### config.mk
export PLATFORM = sky130hd
export DESIGN_NAME = serial_adder
export DESIGN_NICKNAME = d
export VERILOG_FILES = /design/src/rtl/serial_adder.sv
export SDC_FILE = /design/constraint.sdc
export NUM_CORES = 1
export LEC_CHECK = 0
export ABC_AREA = 1
export ABC_CLOCK_PERIOD_IN_PS = 1700
export BUFFER_PORTS_ARGS = -buffer_cell sky130_fd_sc_hd__buf_2
export CAP_MARGIN = 20
export CORE_UTILIZATION = 52
export CTS_CLUSTER_SIZE = 8
export DETAILED_ROUTE_END_ITERATION = 12
export PLACE_DENSITY = 0.87
export SLEW_MARGIN = 0
export SYNTH_ARGS = -nofsm -noshare
export SYNTH_HDL_FRONTEND = slang
export SYNTH_SLANG_ARGS = --single-unit
### constraint.sdc
create_clock -name clk -period 1.7 [get_ports clk]
set_input_delay 0.34 -clock clk [delete_from_list [all_inputs] [get_ports clk]]
set_output_delay 0.34 -clock clk [all_outputs]
set_load 0.02 [all_outputs]
### src/rtl/serial_adder.sv
// ---------------------------------------------------------------------------
// serial_adder
//   Bit-serial ripple adder. One full-adder cell is reused over WIDTH clock
//   cycles, LSB first, with a registered carry. Produces the sum, the
//   unsigned carry-out and the two's-complement overflow flag.
//
// Ports:
//   clk    in   rising-edge clock
//   rst_n  in   asynchronous active-low reset
//   start  in   launch an addition when idle (ignored while busy)
//   a, b   in   WIDTH-bit operands, sampled only on an accepted start
//   cin    in   carry-in, sampled only on an accepted start
//   busy   out  high while an addition is in progress
//   done   out  one-cycle pulse: sum/cout/ovf were just updated
//   sum    out  a+b+cin mod 2^WIDTH (held until the next completion)
//   cout   out  unsigned carry-out
//   ovf    out  signed overflow (carry into MSB XOR carry out of MSB)
// ---------------------------------------------------------------------------
module serial_adder #(
  parameter int WIDTH = 8,
  parameter int CNT_W = $clog2(WIDTH + 1)
) (
  input  logic             clk,
  input  logic             rst_n,
  input  logic             start,
  input  logic [WIDTH-1:0] a,
  input  logic [WIDTH-1:0] b,
  input  logic             cin,
  output logic             busy,
  output logic             done,
  output logic [WIDTH-1:0] sum,
  output logic             cout,
  output logic             ovf
);

  typedef enum logic {
    IDLE = 1'b0,
    RUN  = 1'b1
  } state_t;

  localparam logic [CNT_W-1:0] LAST_CNT = CNT_W'(WIDTH - 1);

  state_t           state_q, state_d;
  logic [WIDTH-1:0] a_sh_q, a_sh_d;
  logic [WIDTH-1:0] b_sh_q, b_sh_d;
  logic             carry_q, carry_d;
  logic [CNT_W-1:0] cnt_q, cnt_d;
  logic [WIDTH-1:0] sum_q, sum_d;
  logic             cout_q, cout_d;
  logic             ovf_q, ovf_d;
  logic             done_q, done_d;

  logic             fa_s;
  logic             fa_c;

  // Single full-adder cell working on the current LSBs.
  assign fa_s = a_sh_q[0] ^ b_sh_q[0] ^ carry_q;
  assign fa_c = (a_sh_q[0] & b_sh_q[0]) | (a_sh_q[0] & carry_q) | (b_sh_q[0] & carry_q);

  always_comb begin
    state_d = state_q;
    a_sh_d  = a_sh_q;
    b_sh_d  = b_sh_q;
    carry_d = carry_q;
    cnt_d   = cnt_q;
    sum_d   = sum_q;
    cout_d  = cout_q;
    ovf_d   = ovf_q;
    done_d  = 1'b0;

    case (state_q)
      IDLE: begin
        if (start) begin
          a_sh_d  = a;
          b_sh_d  = b;
          carry_d = cin;
          cnt_d   = '0;
          state_d = RUN;
        end
      end

      RUN: begin
        // The augend register doubles as the result register: each consumed
        // augend bit frees the MSB slot that the new sum bit shifts into, so
        // after WIDTH shifts it holds the complete sum with bit 0 as LSB.
        a_sh_d  = (a_sh_q >> 1) | (WIDTH'(fa_s) << (WIDTH - 1));
        b_sh_d  = b_sh_q >> 1;
        carry_d = fa_c;
        if (cnt_q == LAST_CNT) begin
          // carry_q is the carry into the MSB at this point.
          sum_d   = (a_sh_q >> 1) | (WIDTH'(fa_s) << (WIDTH - 1));
          cout_d  = fa_c;
          ovf_d   = carry_q ^ fa_c;
          done_d  = 1'b1;
          cnt_d   = '0;
          state_d = IDLE;
        end else begin
          cnt_d = cnt_q + CNT_W'(1);
        end
      end

      default: state_d = IDLE;
    endcase
  end

  always_ff @(posedge clk or negedge rst_n) begin
    if (!rst_n) begin
      state_q <= IDLE;
      a_sh_q  <= '0;
      b_sh_q  <= '0;
      carry_q <= 1'b0;
      cnt_q   <= '0;
      sum_q   <= '0;
      cout_q  <= 1'b0;
      ovf_q   <= 1'b0;
      done_q  <= 1'b0;
    end else begin
      state_q <= state_d;
      a_sh_q  <= a_sh_d;
      b_sh_q  <= b_sh_d;
      carry_q <= carry_d;
      cnt_q   <= cnt_d;
      sum_q   <= sum_d;
      cout_q  <= cout_d;
      ovf_q   <= ovf_d;
      done_q  <= done_d;
    end
  end

  assign busy = (state_q == RUN);
  assign done = done_q;
  assign sum  = sum_q;
  assign cout = cout_q;
  assign ovf  = ovf_q;

endmodule

# Word-level counts from Yosys, hierarchy flattened
# Index checks and enable logic that the tools add are counted.
[word_totals]
regBits = 33
out_inout_bits = 12
word_cells = 37
[op_classes]
add_sub_neg = 1
eq_ne = 2
n_mux = 14
bitwise_logic = 10
reduce_logical = 1
[op_table]
columns = ["cell", "count"]
rows = [
  ["case mux 8 bit (2 select lines)", 2],
  ["two-way mux 8 bit", 2],
  ["two-way mux 4 bit", 2],
  ["bitwise OR 7 x 8 -> 8 bit", 1],
  ["case mux 4 bit (2 select lines)", 1],
  ["two-way mux 1 bit", 5],
  ["adder 4 x 1 -> 4 bit, second input constant", 1],
  ["equality test 4 x 3 -> 1 bit, second input constant", 1],
  ["case mux 1 bit (2 select lines)", 2],
  ["bitwise AND 1 bit", 3],
  ["bitwise XOR 1 bit", 3],
  ["!= test 2 bit, second input constant", 1],
  ["bitwise OR 1 bit", 2],
  ["AND reduction 2 bit", 1],
  ["NOT 1 bit", 1],
]

# Longest topological paths before layout
# Gate-level depths: netlist of the first run.
[depth]
word_depth = 4
mapped_depth = 7
depth_no_buf = 7

# Worst setup path after synthesis of the first run
# OpenSTA, ideal clock, no wires.
[synth_timing]
path_kind = "flip-flop to flip-flop"
from = "reg state_q (netlist: busy)"
to = "reg a_sh_q[5]"
setup_time_ns = 0.126
t_arrival_ns = 1.087
slack_ns = 0.487
path_stages_with_launch = 6
path_buffers = 2
path_cell_list = "dfrtp_1 buf_4 inv_1 buf_4 o21ai_0 o22ai_1"
[synth_between]
elab_chain_cells = 2
[synth_rtl]
columns = ["element", "line_no", "rtl"]
rows = [
  ["from (decl)", "43", "state_t state_q, state_d;"],
  ["from (signal assigned)", "118", "state_q <= state_d;"],
  ["NOT 1 bit", "--", ""],
  ["case mux 8 bit (2 select lines) or != test 2 bit (tied branches)", "--", ""],
  ["to (signal assigned)", "119", "a_sh_q <= a_sh_d;"],
  ["to (decl)", "44", "logic [WIDTH-1:0] a_sh_q, a_sh_d;"],
]
# Parallel ways exist; a longest one is shown, timed or not.
# A chain may end at the register's enable or synchronous reset.

# Worst setup path in the final report of the first run
[layout_timing]
from = "reg state_q (netlist: busy)"
to = "out busy"
[layout_rtl]
columns = ["element", "line_no", "rtl"]
rows = [
  ["to (decl)", "29", "output logic busy,"],
]
# No word-level cell between the ends.

==> results.json, run 1 <==
{
  "status": "finished, final reports clean",
  "worst_pin_slew_ps": 712,
  "fin_setup_tns_ps": 0,
  "maxCapViolations": 0,
  "synth_edf_count": 0,
  "tritoncts": "built",
  "crit_fanout": 16,
  "antenna_found_initial": 0,
  "dp_hpwl_um": 2060,
  "coreArea_um2": 2570,
  "reg2reg_slack_ps": 360,
  "post_cts_buffers": 0,
  "routedWlPerCell_um": 13.5,
  "worst_path_largest_cell_delay_ps": 360,
  "final_core_util": 0.658,
  "grt.total_usage": 0.241,
  "synth-warning-count": 0,
  "period_share": 0.858,
  "synth_fp_nets": 177,
  "peakVddDrop_mv": 1.52,
  "clkTransAtPathRegs_ps": 100,
  "drive_gt1_frac": 0.275,
  "cts.path.max_buffers": 2,
  "post_cts_resized": 0,
  "critical_path.top_delay_family": "buffers and inverters",
  "routed_via_density": 5.45,
  "grt-ovfl-total": 0,
  "layout_min_cycle_time_ps": 1460,
  "die_h_um": 55.0,
  "cts_made_buffers": 5,
  "grt_max_degree": 34,
  "slew_headroom": 0.526,
  "fillers": 236,
  "fmax_mhz": 686,
  "rows": 18,
  "die_w_um": 55.0,
  "vias": 1194,
  "clkSinkCount": 33,
  "synthFlopType": "dfrtp_1",
  "cp-start-kind": "flop",
  "h-tree-depth": 2,
  "setup_violations": 0,
  "drv_slew": 0,
  "synth_area_per_cell_um2": 9.41,
  "ys_ff_latch": 33,
  "layout.nets": 210,
  "worstPathArrival_ps": 1120,
  "syn-instance-count": 155,
  "initial_core_util": 0.568,
  "min_path_type": "input port to async pin",
  "clock-root-buffer": "clkbuf_4",
  "drt_iter0_markers": 25,
  "synth_seq_area_share": 0.566,
  "holdBufCountCts": 0,
  "worst_setup_path_end_kind": "output port",
  "drc": 0,
  "drtPass1Iterations": 5,
  "hold_violations": 0,
  "yosysTopAreaCell": "dfrtp_1",
  "p_leak_nw": 0.863,
  "grt_pass1_vias": 1086,
  "cp_num_buf_inv": 2,
  "layout_commonest_cell": "nand2_1",
  "port_buffers": 31,
  "ios": 32,
  "rsz0062_at_grt": "false",
  "final_cell_mix": "44 x nand2_1, 33 x dfrtp_1, 31 x buf_2",
  "worst_ep_required_time_ps": 1360,
  "synth_cell_type_count": 22,
  "async_reset_ff_frac": 1.00,
  "clkLatencyLatePin_ps": 320,
  "power_density_nw_per_um2": 1840,
  "crit_chain": "buf_4, buf_2",
  "synth_top_area_frac": 0.566,
  "synth_area_leaders": "dfrtp_1 57%, nand2_1 11%, nand3_1 7.9%, o21ai_2 3.6%, inv_1 2.6%",
  "grt_first_pass_wirelength_um": 4900,
  "gp_congestion": 0.753,
  "ant_nets": 0,
  "die_area_um2": 3020,
  "diodes": 0,
  "syn2layout_area_growth_pct": 15.9,
  "wl_um": 2950,
  "cp_slowest_cell": "dfrtp_1",
  "skew_ps": 5.42,
  "path_class": "flop to output port",
  "syn_area_um2": 1460
}
==> cells by family after synthesis <==
logic type | after synthesis | synth area share
flops | 33 | 0.566
simple gates | 78 | 0.236
buf+inv | 18 | 0.0600
fa+ha+maj | 2 | 0.0223
xor+xnor | 2 | 0.0120
compound gates | 22 | 0.104
==> Yosys cell counts, types with 2 or more instances <==
master and number:
nand2_1 44, dfrtp_1 33, nand3_1 23, inv_1 10, o21ai_0 7, nor2_1 6
o21ai_2 6, buf_2 4, o211ai_1 4, o22ai_1 4, buf_4 2, xnor2_1 2
==> sequential cells by signal, summed over array words and instances, names as in the netlist <==
| name | flops |
|---|---|
| a_sh_q | 8 |
| b_sh_q | 8 |
| busy | 1 |
| carry_q | 1 |
| cnt_q | 4 |
| cout | 1 |
| done | 1 |
| ovf | 1 |
| sum | 8 |
==> routing by layer <==
metal  vias to the layer above  routed length (um)  global-route usage
li1                        577                   -                   -
met1                       571                1250               0.311
met5                         -                   0                   0
met2                        44                1500               0.384
met4                         0                  28              0.0875
met3                         2                 168              0.0738
==> through the flow <==
step	area (um^2)	cells	hold WS [ps]	setup slack (ps)	total power, W
final	1690	219	55.2	242	0.00311
after global routing	1690	219	106	156	0.00336
after CTS	1690	219	72.4	226	0.00313
after detailed placement	1620	211	435	374	0.00263
after global placement	1620	211	422	426	0.00255
after floorplan	1460	155	44.4	487	0.00228
==> worst paths after layout <==
check,to,depth (start not counted),start
max,busy,2,busy
min,sum[2],1,rst_n
max reg2reg,a_sh_q[7],3,a_sh_q[0]
min reg2reg,sum[3],2,sum[3]
max in group asynchronous,sum[6],1,rst_n
min in group clk,b_sh_q[1],3,b[1]
==> final cells by class <==
type / count / area (um^2) / area share
inverter: 11 / 41.3 / 0.0244
sequential: 33 / 826 / 0.489
multi-input combinational: 104 / 546 / 0.323
tap: 30 / 37.5 / 0.0222
timing repair buffer: 33 / 170 / 0.101
clock inverter: 1 / 5.00 / 0.00296
clock buffer: 7 / 65.1 / 0.0385
==> power by group <==
group	switching (W)	internal [W]
sequential	0.000215	0.00112
combinational	0.000800	0.000480
clock	0.000253	0.000240
total	0.00127	0.00184
(Power assumes the default switching activity.)
==> run 2: changes to the inputs <==
Settings changed: BUFFER_PORTS_ARGS -buffer_cell sky130_fd_sc_hd__buf_2 to not set, CORE_UTILIZATION 52 to 61, DONT_BUFFER_PORTS set to 1, PLACE_DENSITY 0.87 to not set, PLACE_DENSITY_LB_ADDON set to 0.12.
==> run 2 against run 1 <==
  * Routed wire length decreased by 8.6%
  * Via count decreased by 12%
  * Largest cell class unchanged
  * Worst hold slack improved by 95 ps
  * Non-clock buffer count decreased by 29
  * Count of clock-buffer cells in the layout unchanged
==> results.json, run 2 (same netlist as run 1, synthesis figures left out) <==
{
  "status": "finished, final reports clean",
  "skew_ps": 8.28,
  "grt_busiest_layer": "met2",
  "grt.total_usage": 0.261,
  "final_cell_mix": "44 x nand2_1, 33 x dfrtp_1, 23 x nand3_1",
  "coreArea_um2": 2230,
  "port_buffers": 0,
  "vias": 1055,
  "worstPathArrival_ps": 1620,
  "worst_pin_slew_ps": 398,
  "clkLatencyLatePin_ps": 340,
  "crit_fanout": 17,
  "hold_violations": 0,
  "worst_setup_path_end_kind": "flop",
  "regArea_um2": 826,
  "grtUsageMet1": 0.333,
  "die_area_um2": 2590,
  "cts_made_buffers": 5,
  "grt_pass1_vias": 1041,
  "total_power_w": 0.00310,
  "clock-root-buffer": "clkbuf_4",
  "cp_common_cell": "nand2_1",
  "fmax_mhz": 748,
  "die_w_um": 50.9,
  "use_met3": 0.0863,
  "wl_um": 2690,
  "cp-start-kind": "flop",
  "drc": 0,
  "dp_hpwl_um": 1850,
  "rsz0062_at_grt": "false",
  "worst_path_largest_cell_delay_ps": 410,
  "clkTransAtPathRegs_ps": 100,
  "die_h_um": 50.9,
  "grt-ovfl-total": 0,
  "fin_setup_tns_ps": 0,
  "layout_min_cycle_time_ps": 1340,
  "min_path_type": "input port to flop",
  "grt_first_pass_wirelength_um": 4740,
  "path_class": "flop to flop",
  "gp_congestion": 0.757,
  "power_density_nw_per_um2": 1960,
  "rows": 17,
  "grt_max_degree": 34,
  "cts.path.max_buffers": 2,
  "drt_iter0_markers": 26,
  "post_cts_buffers": 0,
  "h-tree-depth": 2,
  "ant_nets": 0,
  "cp_num_buf_inv": 1,
  "diodes": 0,
  "antenna_found_initial": 0,
  "drv_slew": 0,
  "final_core_util": 0.706,
  "setup_violations": 0,
  "clkSinkCount": 33,
  "fillers": 175,
  "initial_core_util": 0.653,
  "peakVddDrop_mv": 1.40,
  "grt_use_met2": 0.388,
  "slew_headroom": 0.734,
  "period_share": 0.787,
  "syn2layout_area_growth_pct": 8.15,
  "drtPass1Iterations": 4,
  "routedWlPerCell_um": 14.3,
  "drive_gt1_frac": 0.131,
  "multiInputGateArea_um2": 546,
  "crit_chain": "ha_1, nand2_1, nor2_2, nand2_4, inv_2, nand2_1, nand2_1",
  "layout_commonest_cell": "nand2_1",
  "tritoncts": "built",
  "ios": 32,
  "worst_ep_required_time_ps": 1990,
  "critical_path.top_delay_family": "simple AND/OR/NAND/NOR gates",
  "p_leak_nw": 0.751,
  "routed_via_density": 5.61,
  "maxCapViolations": 0,
  "layout.nets": 181,
  "cp_slowest_cell": "dfrtp_1"
}
-- run 2: changes by cell type in the layout (fill, tap and decap cells not counted) --
cell / before / now
buf_12: 0 / 1
buf_2: 31 / 0
bufinv_16: 0 / 1
clkbuf_1: 0 / 1
clkbuf_8: 2 / 1
clkinv_2: 1 / 0
dlygate4sd3_1: 0 / 1
-- run 2: metal layers --
metal  wire [um]  vias to the layer above
met4          51                        0
met3         188                        4
met2        1250                       37
met5           0                        -
met1        1210                      500
li1            -                      514
-- run 2: power breakdown --
part	switching, W	leakage, nW	internal, W
logic	0.000608	0.290	0.000397
clock network	0.000259	0.0455	0.000351
registers	0.000361	0.415	0.00112
-- run 2: repair_timing --
item | in CTS | in global routing
gates resized for setup | 0 | 0
hold buffers | 2 | 0
endpoints found under the hold margin | 33 | 0
-- run 2: worst register-to-register path, stage by stage, from the launching register on --
cell and delay, ps:
dfrtp_1 410, ha_1 210, nand2_1 70, nor2_2 160, nand2_4 170, inv_2 140
nand2_1 70, nand2_1 60
-- run 2: metrics by stage --
step / setup slack, ps / cell area, um^2 / hold slack, ps / std cells
after floorplan: 487 / 1460 / 44.4 / 155
after global placement: 392 / 1460 / 45.0 / 178
after detailed placement: 396 / 1460 / 45.1 / 178
after CTS: 379 / 1580 / 148 / 188
after global routing: 258 / 1580 / 153 / 188
final: 363 / 1580 / 150 / 188
-- run 2: worst paths after layout --
check	from	to	slack, ps	cells after the start
max in group asynchronous	rst_n	b_sh_q[2]	1080	2
worst min-delay path	start	b_sh_q[7]	150	2
min in group asynchronous	rst_n	busy	440	2
worst max register to register	cnt_q[1]	sum[1]	360	7
worst max-delay path	cnt_q[1]	sum[1]	360	7
worst min register to register	b_sh_q[4]	b_sh_q[4]	490	2
-- run 2: final cells by class --
| type | count | share of cell area |
|---|---|---|
| Sequential cell | 33 | 0.523 |
| Multi-Input combinational cell | 104 | 0.346 |
| Clock buffer | 7 | 0.0349 |
| Timing Repair Buffer | 4 | 0.0285 |
| Inverter | 11 | 0.0262 |
| Tap cell | 28 | 0.0222 |
| Clock inverter | 1 | 0.0190 |
